<file path="src/rtl/key_pkg.sv">
// Shared definitions for the keyboard command front-end.
//   key_state_t : per-channel FSM state encoding (IDLE, LOCKOUT, DOWN, HELD)
//   SC_*        : PS/2 set-2 scan codes used by the game, SC_NONE = no key held
package key_pkg;

  typedef enum logic [1:0] {
    IDLE    = 2'd0,
    LOCKOUT = 2'd1,
    DOWN    = 2'd2,
    HELD    = 2'd3
  } key_state_t;

  localparam logic [7:0] SC_SPACE  = 8'h29;
  localparam logic [7:0] SC_ESC    = 8'h76;
  localparam logic [7:0] SC_ENTER  = 8'h5A;
  localparam logic [7:0] SC_ONE    = 8'h16;
  localparam logic [7:0] SC_RSHIFT = 8'h59;
  localparam logic [7:0] SC_NONE   = 8'h00;

endpackage

</file>
<file path="src/rtl/key_channel.sv">
// One key channel: matches CODE on the registered held-code bus and produces
// press / release / hold-repeat events, qualified by enable.
// Ports:
//   Clock, reset   : clock, synchronous active-low reset
//   kbReg          : registered held scan code (8'h00 = no key)
//   enable         : channel qualifier
//   pressPulse     : one-cycle event on key-down while enabled
//   releasePulse   : one-cycle event on key-up from DOWN/HELD
//   repeatPulse    : one-cycle event on hold entry and every REPEAT_CYCLES after
//   state          : current FSM state (debug / held decode)
module key_channel
  import key_pkg::*;
#(
  parameter logic [7:0] CODE          = SC_SPACE,
  parameter int         HOLD_CYCLES   = 12500000,
  parameter int         REPEAT_CYCLES = 2500000
) (
  input  logic       Clock,
  input  logic       reset,
  input  logic [7:0] kbReg,
  input  logic       enable,
  output logic       pressPulse,
  output logic       releasePulse,
  output logic       repeatPulse,
  output logic [1:0] state
);

  localparam int MAX_CYCLES = (HOLD_CYCLES > REPEAT_CYCLES) ? HOLD_CYCLES : REPEAT_CYCLES;
  localparam int CW         = $clog2(MAX_CYCLES) + 1;
  localparam logic [CW-1:0] HOLD_LAST   = CW'(HOLD_CYCLES - 1);
  localparam logic [CW-1:0] REPEAT_LAST = CW'(REPEAT_CYCLES - 1);

  key_state_t    state_q, state_d;
  logic [CW-1:0] count_q, count_d;
  logic          press_d, release_d, repeat_d;
  logic          match;

  assign match = (kbReg == CODE) && (kbReg != SC_NONE);
  assign state = state_q;

  // Priority inside DOWN/HELD: key-up beats disable, disable beats counter.
  // A disable while down drops to LOCKOUT so the key cannot re-press until
  // it has been physically released.
  always_comb begin
    state_d   = state_q;
    count_d   = count_q;
    press_d   = 1'b0;
    release_d = 1'b0;
    repeat_d  = 1'b0;
    case (state_q)
      IDLE: begin
        if (match) begin
          if (enable) begin
            state_d = DOWN;
            press_d = 1'b1;
            count_d = '0;
          end else begin
            state_d = LOCKOUT;
          end
        end
      end
      LOCKOUT: begin
        if (!match) state_d = IDLE;
      end
      DOWN: begin
        if (!match) begin
          state_d   = IDLE;
          release_d = 1'b1;
        end else if (!enable) begin
          state_d = LOCKOUT;
        end else if (count_q == HOLD_LAST) begin
          state_d  = HELD;
          repeat_d = 1'b1;
          count_d  = '0;
        end else begin
          count_d = count_q + 1'b1;
        end
      end
      HELD: begin
        if (!match) begin
          state_d   = IDLE;
          release_d = 1'b1;
        end else if (!enable) begin
          state_d = LOCKOUT;
        end else if (count_q == REPEAT_LAST) begin
          repeat_d = 1'b1;
          count_d  = '0;
        end else begin
          count_d = count_q + 1'b1;
        end
      end
      default: state_d = IDLE;
    endcase
  end

  always_ff @(posedge Clock) begin
    if (!reset) begin
      state_q      <= IDLE;
      count_q      <= '0;
      pressPulse   <= 1'b0;
      releasePulse <= 1'b0;
      repeatPulse  <= 1'b0;
    end else begin
      state_q      <= state_d;
      count_q      <= count_d;
      pressPulse   <= press_d;
      releasePulse <= release_d;
      repeatPulse  <= repeat_d;
    end
  end

endmodule

</file>
<file path="src/rtl/key_command_decoder.sv">
// Keyboard command front-end: registers the held scan code and fans it out
// to NUM_KEYS identical key channels.
// Ports:
//   Clock, reset  : clock, synchronous active-low reset
//   kbData        : held scan code from the PS/2 receiver (8'h00 = no key)
//   enable        : per-channel qualifier
//   pressPulse    : per-channel one-cycle press event
//   releasePulse  : per-channel one-cycle release event
//   repeatPulse   : per-channel hold entry / auto-repeat event
//   held          : per-channel level, channel in DOWN or HELD
//   anyHeld       : OR of held
//   activeKey     : lowest channel index with held set, 0 when none
module key_command_decoder
  import key_pkg::*;
#(
  parameter int                    NUM_KEYS      = 5,
  parameter logic [NUM_KEYS*8-1:0] KEY_CODES     = {8'h59, 8'h16, 8'h5A, 8'h76, 8'h29},
  parameter int                    HOLD_CYCLES   = 12500000,
  parameter int                    REPEAT_CYCLES = 2500000,
  localparam int                   AW            = (NUM_KEYS > 1) ? $clog2(NUM_KEYS) : 1
) (
  input  logic                Clock,
  input  logic                reset,
  input  logic [7:0]          kbData,
  input  logic [NUM_KEYS-1:0] enable,
  output logic [NUM_KEYS-1:0] pressPulse,
  output logic [NUM_KEYS-1:0] releasePulse,
  output logic [NUM_KEYS-1:0] repeatPulse,
  output logic [NUM_KEYS-1:0] held,
  output logic                anyHeld,
  output logic [AW-1:0]       activeKey
);

  logic [7:0] kbReg;
  logic [1:0] chan_state [NUM_KEYS];

  always_ff @(posedge Clock) begin
    if (!reset) kbReg <= SC_NONE;
    else        kbReg <= kbData;
  end

  for (genvar g = 0; g < NUM_KEYS; g++) begin : g_chan
    key_channel #(
      .CODE          (KEY_CODES[8*g +: 8]),
      .HOLD_CYCLES   (HOLD_CYCLES),
      .REPEAT_CYCLES (REPEAT_CYCLES)
    ) u_channel (
      .Clock        (Clock),
      .reset        (reset),
      .kbReg        (kbReg),
      .enable       (enable[g]),
      .pressPulse   (pressPulse[g]),
      .releasePulse (releasePulse[g]),
      .repeatPulse  (repeatPulse[g]),
      .state        (chan_state[g])
    );
    // held is a decode of the registered state, so it changes on the same
    // edge as the press/release pulses.
    assign held[g] = (chan_state[g] == DOWN) || (chan_state[g] == HELD);
  end

  assign anyHeld = |held;

  // Scan from the top so the lowest held index wins.
  always_comb begin
    activeKey = '0;
    for (int i = NUM_KEYS - 1; i >= 0; i--) begin
      if (held[i]) activeKey = AW'(i);
    end
  end

endmodule

</file>
<file path="config.mk">
export PLATFORM = sky130hd
export DESIGN_NAME = key_command_decoder
export DESIGN_NICKNAME = d
export VERILOG_FILES = /design/src/rtl/key_pkg.sv /design/src/rtl/key_channel.sv /design/src/rtl/key_command_decoder.sv
export SDC_FILE = /design/constraint.sdc
export NUM_CORES = 1
export LEC_CHECK = 0
export ABC_AREA = 1
export BUFFER_PORTS_ARGS = -buffer_cell sky130_fd_sc_hd__buf_2
export CAP_MARGIN = 20
export CORE_ASPECT_RATIO = 1.2
export CORE_MARGIN = 5
export CORE_UTILIZATION = 55
export DETAILED_ROUTE_END_ITERATION = 7
export GPL_ROUTABILITY_DRIVEN = 0
export GPL_TIMING_DRIVEN = 0
export PLACE_DENSITY = 0.7
export SETUP_SLACK_MARGIN = 0.05
export SYNTH_ARGS = -nofsm -noshare
export SYNTH_HDL_FRONTEND = slang
export SYNTH_SLANG_ARGS = --single-unit
</file>
<file path="constraint.sdc">
create_clock -name Clock -period 2.59 [get_ports Clock]
set_input_delay 0.1295 -clock Clock [delete_from_list [all_inputs] [get_ports Clock]]
set_output_delay 0.1295 -clock Clock [all_outputs]
set_load 0.01 [all_outputs]
</file>
Word-level counts from Yosys, hierarchy flattened. Cells that the tools add are included.

Input port bits: 15. Register bits: 158. Output and inout bits: 24. Logic and storage cells: 293.

Reductions and logical operators: 47. Equality and inequality tests: 75. Muxes and demuxes: 140. Add/sub/neg operators: 5.

Operators with widths (count): $mux 25 (40); $pmux 25 s3 (5); $add 25x1->25 const B (5); $eq 25x22->1 const B (5); $eq 25x24->1 const B (5); $mux 2 (40); $mux 1 (40); $ne 2x2->1 const B (20); $pmux 2 s4 (5); $reduce_and 7->1 (5); $ne 2x1->1 const B (15); $eq 8x7->1 const B (3); $eq 2x2->1 const B (10); $ne 4x4->1 const B (5); $reduce_and 4->1 (5); $mux 3 (5); $ne 3x3->1 const B (5); $reduce_and 3->1 (5); $reduce_bool 3->1 (5); $eq 2x1->1 const B (5); $logic_not 2->1 (5); $pmux 1 s2 (5); $reduce_and 2->1 (5); $reduce_or 2->1 (5); 6 further kinds (14).

Longest topological paths before layout. Gate-level depths: netlist of the first run.

Depth in word-level cells: 7. Gate-level depth with buffers: 13. Mapped depth without buffers: 12.

Cells and area by module. A second synthesis of the first run with hierarchy kept.

Cells, all modules: 1691. Area, all modules: 10859.2 um2.

By module, submodules not included: key_channel (g_chan[0].u_channel ...) (times used 2, cells an instance 330, seq. area each 600.6 um2, area an instance 2183.3 um2); key_channel (g_chan[4].u_channel) (times used 1, cells an instance 331, seq. area each 600.6 um2, area an instance 2113.3 um2); key_channel (g_chan[1].u_channel) (times used 1, cells an instance 336, seq. area each 600.6 um2, area an instance 2045.7 um2); key_channel (g_chan[2].u_channel) (times used 1, cells an instance 323, seq. area each 600.6 um2, area an instance 2044.5 um2); key_command_decoder (times used 1, cells an instance 41, seq. area each 160.2 um2, area an instance 289.0 um2).

Worst setup path before layout of the first run. No wires, ideal clock.

Path type: register to register. From: register g_chan[1].u_channel.count_q[0]. To: register g_chan[1].u_channel.count_q[23]. Period minus slack after synthesis: 1.609 ns. Buffers on the path: 0. Path slack: 0.981 ns. Arrival: 1.494 ns. Stages on the path, launching flop included: 11. Library setup time: 0.115 ns. Data required time: 2.475 ns. Cell sequence: dfxtp_1 > ha_1 > nand2_1 > nor2_1 > nand3_1 > nor2_1 > nand2_1 > nand2_1 > nand3_2 > nand2_4 > nor2_1.

Longest elaborated chain between the ends: 5. Elaborated cells on any way between the ends: 10. Those cells by class: 1 x add/sub; 2 x eq/ne; 7 x mux.

Ends and longest elaborated chain: start: declaration (line key_channel.sv:34) `logic [CW-1:0] count_q, count_d;`; start signal: assignment (line key_channel.sv:105) `count_q <= count_d;`; $add 25x1->25, or another cell as far along (line key_channel.sv:76, key_channel.sv:89); $mux 25, on equally long branches (line key_channel.sv:85, key_channel.sv:71); $mux 25, on equally long branches (line key_channel.sv:83, key_channel.sv:69); $mux 25, on equally long branches (line key_channel.sv:80, key_channel.sv:66); $pmux 25 s3 * (line key_channel.sv:50) `case (state_q)`.

Mark *: on every way between the ends. The rest lies on a longest branch, timed or not. The select of a mux whose other input is x is not followed. A chain may end at the register's enable or synchronous reset.

Worst setup path after layout of the first run.
From: register g_chan[1].u_channel.count_q[0]. To: register g_chan[1].u_channel.count_q[17].

The elaborated chain is that of the path after synthesis.

==> flow_summary.ini, run 1 <==
[run]
maxCapViolCount = 0

[finish]
final_common_cell = nand2_1
n_antenna_cell = 0
postLayoutCoreUtil = 0.625
syn2layout_area_growth_pct = 12.1
seq_area_um2 = 3160
final_layout_size_suffix_gt1_frac = 0.101
fin_nets = 1647
multi_input_area_um2 = 5400
fill_cells = 1759
stdcell_count = 1860
final_area_um2 = 10900
final_cell_mix = 352 x nand2_1, 320 x nor2_1, 204 x inv_1, 158 x nand3_1, 158 x dfxtp_1

[synthesis]
synth_ff_type = dfxtp_1
yosysWarningCount = 0
synth_nets = 1580
ys_types = 43
syn_avg_cell_area_um2 = 6.24
synth_edf_count = 0
synth-seq-cells = 158
async_flop_share = 0
syn_inst = 1560
ys_seq_area_frac = 0.325
syn_area_um2 = 9730

[hold_path]
hp-start = enable[4]
holdPathStages = 3
min_to = g_chan[4].u_channel.state[1]$_SDFFE_PN0P_
hold_class = primary input to register

[die]
dieWidth_um = 131
die_area_um2 = 20500
die_y_um = 156
io_pins = 39
core_um2 = 17400
fp-row-count = 53
initial_core_util = 0.558

[drt]
vias = 9959
via_per_inst = 5.35
drtIter0Drc = 697
drt_first_pass_iters = 6
drc = 0
wl_mm = 25.9
wl_per_cell_um = 13.9
postRouteAntennaNets = 0

[power_and_ir_drop]
clockPowerShare = 0.489
comb_power_share = 0.044
p_int_mw = 4.06
powerDensity_nw_per_um2 = 483
p_sw_frac = 0.228
netSwitchingPower_mw = 1.20
power.share.sequential = 0.467
p_leak_nw = 4.47
ir_drop_mv = 0.444

[cts]
path_clk_slew_ns = 0.06
cts_buffer_depth = 2
root_buffer = clkbuf_16
cts_inserted_buffers = 17
cts_max_level = 4
cts_tree = yes
cts.repair.resized = 0
insertion_delay_ns = 0.43
cts_num_sinks = 158

[global_route]
grt_pass1_wl_mm = 43.2
grt_max_degree = 17
grt_pass1_vias = 9138
antenna_found_initial = 0
grt_use_total = 0.252
grt_overflow_total = 0

[critical_path]
crit_required_ns = 2.91
critical_path_class = register to register
r2r_cells = 10
rrSetupSlack_ns = 0.49
r2r_start = g_chan[1].u_channel.count_q[0]$_SDFFE_PN0P_
arrival_ns = 2.41
worstPathMaxFanout = 8
cp-end-kind = register
reg2reg_to = g_chan[1].u_channel.count_q[17]$_SDFFE_PN0P_
critPathLaunchType = register

[sta]
setup_viol = 0
setup_ws_ns = 0.495
rsz0062_at_grt = false
final-hold-violation-count = 0
final.period_utilization = 0.809
fin_skew_ns = 0.0104
max_freq_mhz = 477
period_needed_ns = 2.10
worst_pin_slew_ns = 0.766
slew-limit-headroom = 0.490
slew_violations = 0
setup-tns-final_ns = 0

[place]
hpwl_mm = 19.6
dp.cells = 1818
portBuffers = 38
placed_cell_area_um2 = 10200
pre_cts_slack_ns = 0.544

[status]
status = finished clean
## layout make-up
type / count / share of cell area
clock buffers: 18 / 0.0403
well taps: 220 / 0.0253
repair buffers: 48 / 0.0266
plain buffers: 53 / 0.0344
clock inverters: 14 / 0.0154
inverters: 211 / 0.0727
flip-flops and latches: 158 / 0.290
multi-input cells: 1138 / 0.495
## worst max-delay path, stage by stage, from the launching register on
cell     delay, ns
dfxtp_1       0.40
ha_1          0.19
nand2_1       0.08
nor2_1        0.35
nand2_1       0.10
nor2_1        0.10
nand2_1       0.10
nand2_1       0.11
nand3_2       0.23
inv_2         0.23
nor2_1        0.07
## Yosys cell counts, types with 9 or more instances
library cell	instances	area, um2
a21oi_1	39	195
buf_4	18	135
buf_6	13	146
dfxtp_1	158	3160
inv_1	204	766
nand2_1	352	1320
nand2_2	9	56.3
nand3_1	158	791
nand3b_1	10	75.1
nand4_1	45	282
nor2_1	320	1200
nor2_2	14	87.6
nor3_1	43	215
nor4_1	12	75.1
o21ai_0	30	150
o21ai_1	12	60.1
xnor2_1	10	87.6
xor2_1	37	324
## flip-flops by register name, indices dropped and copies added (netlist names)
name	count
g_chan.u_channel.count_q	125
g_chan.u_channel.releasePulse	5
g_chan.u_channel.repeatPulse	5
g_chan.u_channel.state	10
g_chan.u_channel.pressPulse	5
kbReg	8
## layer usage
| metal | track usage | share of wire | wire length [um] | up-vias |
|---|---|---|---|---|
| li1 | - | - | - | 5063 |
| met1 | 0.328 | 0.45 | 11600 | 4502 |
| met2 | 0.423 | 0.46 | 12000 | 324 |
| met3 | 0.0413 | 0.060 | 1550 | 70 |
| met4 | 0.0926 | 0.030 | 788 | 0 |
| met5 | 0 | 0 | 0 | - |
## kinds of logic (layout without fill, tap and decap cells)
| kind of cell | Yosys count | after routing | share of synthesized area |
|---|---|---|---|
| xor gates and xnor gates | 47 | 47 | 0.0423 |
| DFF | 158 | 158 | 0.325 |
| buffers and inverters | 264 | 344 | 0.120 |
| and+or+nand+nor | 994 | 994 | 0.456 |
| AOI/OAI and AO/OA | 92 | 92 | 0.0499 |
| adders and majority gates | 5 | 5 | 0.00643 |
## how the worst max path moves through the flow
stage,end,startpoint,slack [ns]
floorplan,g_chan[1].u_channel.count_q[23]$_SDFFE_PN0P_,g_chan[1].u_channel.count_q[0]$_SDFFE_PN0P_,0.98
global placement,g_chan[2].u_channel.count_q[22]$_SDFFE_PN0P_,g_chan[2].u_channel.count_q[0]$_SDFFE_PN0P_,0.57
detailed placement,g_chan[1].u_channel.count_q[23]$_SDFFE_PN0P_,g_chan[1].u_channel.count_q[0]$_SDFFE_PN0P_,0.54
CTS,g_chan[1].u_channel.count_q[17]$_SDFFE_PN0P_,g_chan[1].u_channel.count_q[0]$_SDFFE_PN0P_,0.52
global route,g_chan[1].u_channel.count_q[17]$_SDFFE_PN0P_,g_chan[1].u_channel.count_q[0]$_SDFFE_PN0P_,0.23
finish,g_chan[1].u_channel.count_q[17]$_SDFFE_PN0P_,g_chan[1].u_channel.count_q[0]$_SDFFE_PN0P_,0.49
## metrics by stage
step | power, mW | hold slack [ns]
floorplan | 2.65 | 0.227
finish | 5.26 | 0.0118
global placement | 2.73 | 0.317
global route | 5.44 | 0.0381
detailed placement | 2.73 | 0.316
CTS | 5.30 | 0.00273
## power by group through the flow
stage               clock [mW]  combinational [mW]  sequential (mW)
floorplan                    0               0.144             2.51
global placement             0               0.216             2.51
detailed placement           0               0.217             2.51
CTS                       2.62               0.229             2.46
global route              2.73               0.254             2.46
finish                    2.58               0.230             2.46
## what timing repair did
action | CTS | global route
hold buffers | 10 | 0
hold endpoints to repair | 10 | 0
buffers inserted | 0 | 0
Power figures use the tool's default switching activity.
==> run 2, diff against run 1 <==
--- a/config.mk
+++ b/config.mk
@@ -14,7 +14,7 @@
 export DETAILED_ROUTE_END_ITERATION = 7
 export GPL_ROUTABILITY_DRIVEN = 0
 export GPL_TIMING_DRIVEN = 0
-export PLACE_DENSITY = 0.7
+export PLACE_DENSITY = 0.73
 export SETUP_SLACK_MARGIN = 0.05
 export SYNTH_ARGS = -nofsm -noshare
 export SYNTH_HDL_FRONTEND = slang
==> constraint.sdc (replaced) <==
create_clock -name Clock -period 1.89 [get_ports Clock]
set_input_delay 0.0945 -clock Clock [delete_from_list [all_inputs] [get_ports Clock]]
set_output_delay 0.0945 -clock Clock [all_outputs]
set_load 0.01 [all_outputs]
==> run 2 against run 1 <==
Register-to-register slack lost 0.38 ns. Utilization grew 3.2 points. Sequential cell count is the same. Sequential share of layout area shrank 1.3 points. Global-route usage grew 0.46 points. Largest power group unchanged. Sequential power grew 37%. Hold slack gained 0.014 ns. Cell area grew 5.1%. Clock power grew 50%. Die area is the same. Largest cell class unchanged. Clock skew shrank 0.00063 ns. Via count grew 3.4%.
==> flow_summary.ini, run 2 (synthesized netlist as in run 1, its figures left out) <==
[sta]
setup_ws_ns = 0.115
worst_pin_slew_ns = 0.769
rsz0062_at_grt = true
max_freq_mhz = 563
setup-tns-final_ns = 0
final-hold-violation-count = 0
holdWs_ns = 0.0260
slew_violations = 0
final.period_utilization = 0.939
setup_viol = 0
slew-limit-headroom = 0.487
fin_skew_ns = 0.00978
period_needed_ns = 1.78

[global_route]
grt_pass1_wl_mm = 44.0
grt_max_degree = 17
grt_use_total = 0.256
grt_pass1_vias = 9417
antenna_found_initial = 0
grt_overflow_total = 0

[drt]
drt_first_pass_iters = 5
drc = 0
drtIter0Drc = 867
vias = 10300
wl_per_cell_um = 14.3
postRouteAntennaNets = 0
via_per_inst = 5.46
wl_mm = 27.0

[cts]
cts_inserted_buffers = 17
root_buffer = clkbuf_16
insertion_delay_ns = 0.44
cts_max_level = 4
cts_buffer_depth = 2
cts_tree = yes
cts_num_sinks = 158
path_clk_slew_ns = 0.06

[critical_path]
cp-end-kind = register
critPathLaunchType = register
critical_path_class = register to register
worstPathMaxFanout = 10
crit_required_ns = 2.23
arrival_ns = 2.11

[power_and_ir_drop]
ir_drop_mv = 0.640
comb_power_share = 0.045
p_leak_nw = 4.66
p_sw_frac = 0.215
powerDensity_nw_per_um2 = 662
power.share.sequential = 0.444
p_int_mw = 5.95
clockPowerShare = 0.511
netSwitchingPower_mw = 1.63

[die]
core_um2 = 17400
initial_core_util = 0.558
io_pins = 39
fp-row-count = 53
die_area_um2 = 20500
die_y_um = 156
dieWidth_um = 131

[finish]
final_cell_mix = 338 x nand2_1, 299 x nor2_1, 203 x inv_1, 154 x nand3_1, 149 x dfxtp_1
stdcell_count = 1887
largest_register_ffs = 125
final_common_cell = nand2_1
regMostFlops = g_chan.u_channel.count_q
final_layout_size_suffix_gt1_frac = 0.148
fin_nets = 1674
syn2layout_area_growth_pct = 17.8
n_antenna_cell = 0

[place]
portBuffers = 38
hpwl_mm = 19.4
dp.cells = 1818
pre_cts_slack_ns = -0.197

[run]
maxCapViolCount = 0

[hold_path]
hold_class = primary input to register

[status]
status = finished clean
## run 2: cell types whose count changed in the layout (fill, tap and decap cells not counted), moves of 9 or more
cell / change
nor2_1: -21
buf_4: +17
nand2_1: -14
nor2_2: +13
nand2_2: +11
dfxtp_1: -9
## run 2: final cells by class
class                           count  area, um2
Inverter                          211        796
Clock buffer                       22        484
Buffer                             53        389
Clock inverter                     10        181
Tap cell                          220        275
Fill cell                        1621       5990
Sequential cell                   158       3180
Multi-Input combinational cell   1140       5660
Timing Repair Buffer               73        489
## run 2: through the flow
stage                     area [um2]   util  power (mW)
final                          11500  0.657        7.58
after global routing           11500  0.657        7.83
after CTS                      11100  0.635        7.62
after detailed placement       10200  0.584        3.74
after global placement         10200  0.584        3.74
after floorplan                 9730      -        3.63
## run 2: routing by layer
| layer | vias to the layer above | part of all wire | global-route usage |
|---|---|---|---|
| met3 | 82 | 0.070 | 0.0519 |
| met1 | 4690 | 0.42 | 0.320 |
| li1 | 5128 | - | - |
| met2 | 399 | 0.48 | 0.421 |
| met4 | 0 | 0.037 | 0.132 |
| met5 | - | 0 | 0 |
## run 2: power by group through the flow
stage / clock, mW / sequential, mW / combinational [mW]
finish: 3.87 / 3.37 / 0.341
global route: 4.09 / 3.37 / 0.372
CTS: 3.93 / 3.37 / 0.323
detailed placement: 0 / 3.44 / 0.297
global placement: 0 / 3.44 / 0.295
floorplan: 0 / 3.44 / 0.197
## run 2: worst paths after layout
check	endpoint	cells after the start	from	slack (ns)
hold reg to reg	g_chan[4].u_channel.count_q[1]$_SDFFE_PN0P_	2	g_chan[4].u_channel.count_q[1]$_SDFFE_PN0P_	0.47
hold / removal	g_chan[4].u_channel.count_q[1]$_SDFFE_PN0P_	5	reset	0.03
setup / recovery	g_chan[1].u_channel.count_q[19]$_SDFFE_PN0P_	8	g_chan[1].u_channel.state[1]$_SDFFE_PN0P_	0.11
setup reg to reg	g_chan[1].u_channel.count_q[19]$_SDFFE_PN0P_	8	g_chan[1].u_channel.state[1]$_SDFFE_PN0P_	0.11
## run 2: worst max-delay path, stage by stage (launching register included)
cell,delay (ns)
dfxtp_1,0.30
buf_2,0.25
nor2_1,0.13
inv_1,0.10
nand4_2,0.28
nor2_1,0.33
nand3b_1,0.13
nand3_1,0.09
nor2_1,0.05
## run 2: what timing repair did
action                     4_1_cts  5_1_grt
setup endpoints to repair       53      112
gates resized for setup         13       73
hold buffers                    12        0
buffers inserted                 7       14
gates cloned                     1        3
pin swaps                        4       14
hold endpoints to repair        12        0
==> run 3, diff against run 2 <==
--- a/config.mk
+++ b/config.mk
@@ -14,7 +14,7 @@
 export DETAILED_ROUTE_END_ITERATION = 7
 export GPL_ROUTABILITY_DRIVEN = 0
 export GPL_TIMING_DRIVEN = 0
-export PLACE_DENSITY = 0.73
+export PLACE_DENSITY = 0.7
 export SETUP_SLACK_MARGIN = 0.05
 export SYNTH_ARGS = -nofsm -noshare
 export SYNTH_HDL_FRONTEND = slang
==> constraint.sdc (replaced) <==
create_clock -name Clock -period 1.7 [get_ports Clock]
set_input_delay 0.085 -clock Clock [delete_from_list [all_inputs] [get_ports Clock]]
set_output_delay 0.085 -clock Clock [all_outputs]
set_load 0.01 [all_outputs]
==> run 3 against run 2 <==
The flow now finishes with violations (setup timing). Global-route usage rose by 1.2 points. Clock-buffer cell count fell by 4. Critical path depth rose by 1. Total power rose by 7.7%. Register-to-register slack got worse by 0.12 ns. Non-clock buffer count rose by 47. Utilization rose by 8.6 points. Combinational power rose by 36%. Sequential power rose by 11%. Hold slack got worse by 0.0028 ns. Critical endpoint is now g_chan[1].u_channel.count_q[17]$_SDFFE_PN0P_. Largest cell class unchanged. Largest power group unchanged.
==> flow_summary.ini, run 3 (synthesized netlist as in run 1, its figures left out) <==
[status]
status = finished, violations left
violations = setup timing

[sta]
final.period_utilization = 1.00
fin_skew_ns = 0.0105
period_needed_ns = 1.71
final-hold-violation-count = 0
slew-limit-headroom = 0.427
setup_viol = 7
setup_ws_ns = -0.00716
slew_violations = 0
rsz0062_at_grt = true
setup-tns-final_ns = -0.0278
max_freq_mhz = 586
worst_pin_slew_ns = 0.860

[cts]
cts_tree = yes
path_clk_slew_ns = 0.07
cts_num_sinks = 158
cts_inserted_buffers = 17
cts_buffer_depth = 2
insertion_delay_ns = 0.44
root_buffer = clkbuf_16
cts_max_level = 4

[die]
io_pins = 39
core_um2 = 17400
die_y_um = 156
die_area_um2 = 20500
dieWidth_um = 131
fp-row-count = 53
initial_core_util = 0.558

[drt]
postRouteAntennaNets = 0
wl_per_cell_um = 15.5
drc = 0
drtIter0Drc = 729
drt_first_pass_iters = 5
via_per_inst = 5.54
vias = 10700
wl_mm = 30.0

[power_and_ir_drop]
power.share.sequential = 0.458
p_leak_nw = 5.15
comb_power_share = 0.057
powerDensity_nw_per_um2 = 630
p_int_mw = 6.24
netSwitchingPower_mw = 1.93
p_sw_frac = 0.236
ir_drop_mv = 0.688
clockPowerShare = 0.485

[critical_path]
critPathMostFrequentCell = nor2_2
rrSetupSlack_ns = -0.007
critical_path_class = register to register
path_cells = nand2_1, nor2_2, nand2_2, nor2_2, nand2_2, nand2_4, nand3_4, inv_8, nor2_2
cp-end-kind = register
crit_slowest_cell = dfxtp_1
worstPathMaxFanout = 6
reg2reg_to = g_chan[1].u_channel.count_q[17]$_SDFFE_PN0P_
r2r_start = g_chan[1].u_channel.count_q[19]$_SDFFE_PN0P_
endpoint = g_chan[1].u_channel.count_q[17]$_SDFFE_PN0P_
crit_required_ns = 2.03
cp-startpoint = g_chan[1].u_channel.count_q[19]$_SDFFE_PN0P_
r2r_cells = 9
arrival_ns = 2.04
critPathLaunchType = register
slowest_delay_ns = 0.40

[global_route]
met3_usage = 0.0481
gr-max-usage-layer = met2
grt_use_total = 0.269
grt_pass1_wl_mm = 46.1
grt_overflow_total = 0
grt_max_degree = 17
grt.met2_usage = 0.460
met1_usage = 0.339
antenna_found_initial = 0
grt_pass1_vias = 9700

[hold_path]
hold_class = primary input to register

[finish]
regMostFlops = g_chan.u_channel.count_q
final_layout_size_suffix_gt1_frac = 0.293
largest_register_ffs = 125
fin_nets = 1721
final_cell_mix = 305 x nand2_1, 241 x nor2_1, 194 x inv_1, 132 x nand3_1, 99 x dfxtp_1
syn2layout_area_growth_pct = 33.2
stdcell_count = 1934
postLayoutCoreUtil = 0.743
n_antenna_cell = 0
final_common_cell = nand2_1

[run]
maxCapViolCount = 0

[place]
hpwl_mm = 19.6
dp.cells = 1818
portBuffers = 38
run 3: layer usage:
layer,share of wire,wire [um]
met1,0.41,12300
met2,0.49,14700
met3,0.069,2080
met4,0.033,989
met5,0,0
run 3: worst max-delay path: cells and delay by family (launching register included):
kind / cells / cell delay (ns)
buffers and inverters: 1 / 0.16
DFF: 1 / 0.40
and+or+nand+nor: 8 / 1.03
run 3: power groups by stage:
| stage | clock, mW | sequential (mW) | combinational [mW] |
|---|---|---|---|
| finish | 3.96 | 3.74 | 0.463 |
| global route | 4.17 | 3.74 | 0.498 |
| CTS | 3.99 | 3.74 | 0.406 |
| detailed placement | 0 | 3.82 | 0.331 |
| global placement | 0 | 3.83 | 0.329 |
| floorplan | 0 | 3.82 | 0.219 |
run 3: worst min path at each step:
stage | start | endpoint | slack [ns] | depth (start not counted)
finish | reset | g_chan[4].u_channel.count_q[1]$_SDFFE_PN0P_ | 0.02 | 5
global route | reset | g_chan[4].u_channel.count_q[1]$_SDFFE_PN0P_ | 0.06 | 5
detailed placement | kbData[0] | kbReg[0]$_SDFF_PN0_ | 0.27 | 3
floorplan | kbData[0] | kbReg[0]$_SDFF_PN0_ | 0.18 | 2
CTS | reset | g_chan[4].u_channel.count_q[1]$_SDFFE_PN0P_ | 0.02 | 5
global placement | kbData[0] | kbReg[0]$_SDFF_PN0_ | 0.27 | 3
run 3: final cells by class:
type / count / area, um2
Tap cell: 220 / 275
Multi-Input combinational cell: 1140 / 6540
Sequential cell: 158 / 3250
Inverter: 211 / 813
Clock inverter: 14 / 168
Clock buffer: 18 / 439
Fill cell: 1420 / 4490
Timing Repair Buffer: 121 / 1060
Buffer: 52 / 415
run 3: metrics by stage:
step / total power [mW] / hold WS, ns / setup slack [ns] / cell area [um2]
6_report: 8.17 / 0.0232 / -0.00716 / 13000
5_1_grt: 8.40 / 0.0647 / -0.0853 / 13000
4_1_cts: 8.14 / 0.0178 / 0.00439 / 11600
3_5_place_dp: 4.16 / 0.271 / -0.346 / 10200
3_3_place_gp: 4.15 / 0.272 / -0.321 / 10200
2_1_floorplan: 4.04 / 0.183 / 0.0914 / 9730
run 3: timing repair:
item	in CTS	in global routing
pin swaps	26	93
hold buffers	13	0
gates resized for setup	101	308
hold endpoints to repair	14	0
gates cloned	3	7
setup endpoints to repair	125	128
buffers inserted	37	28
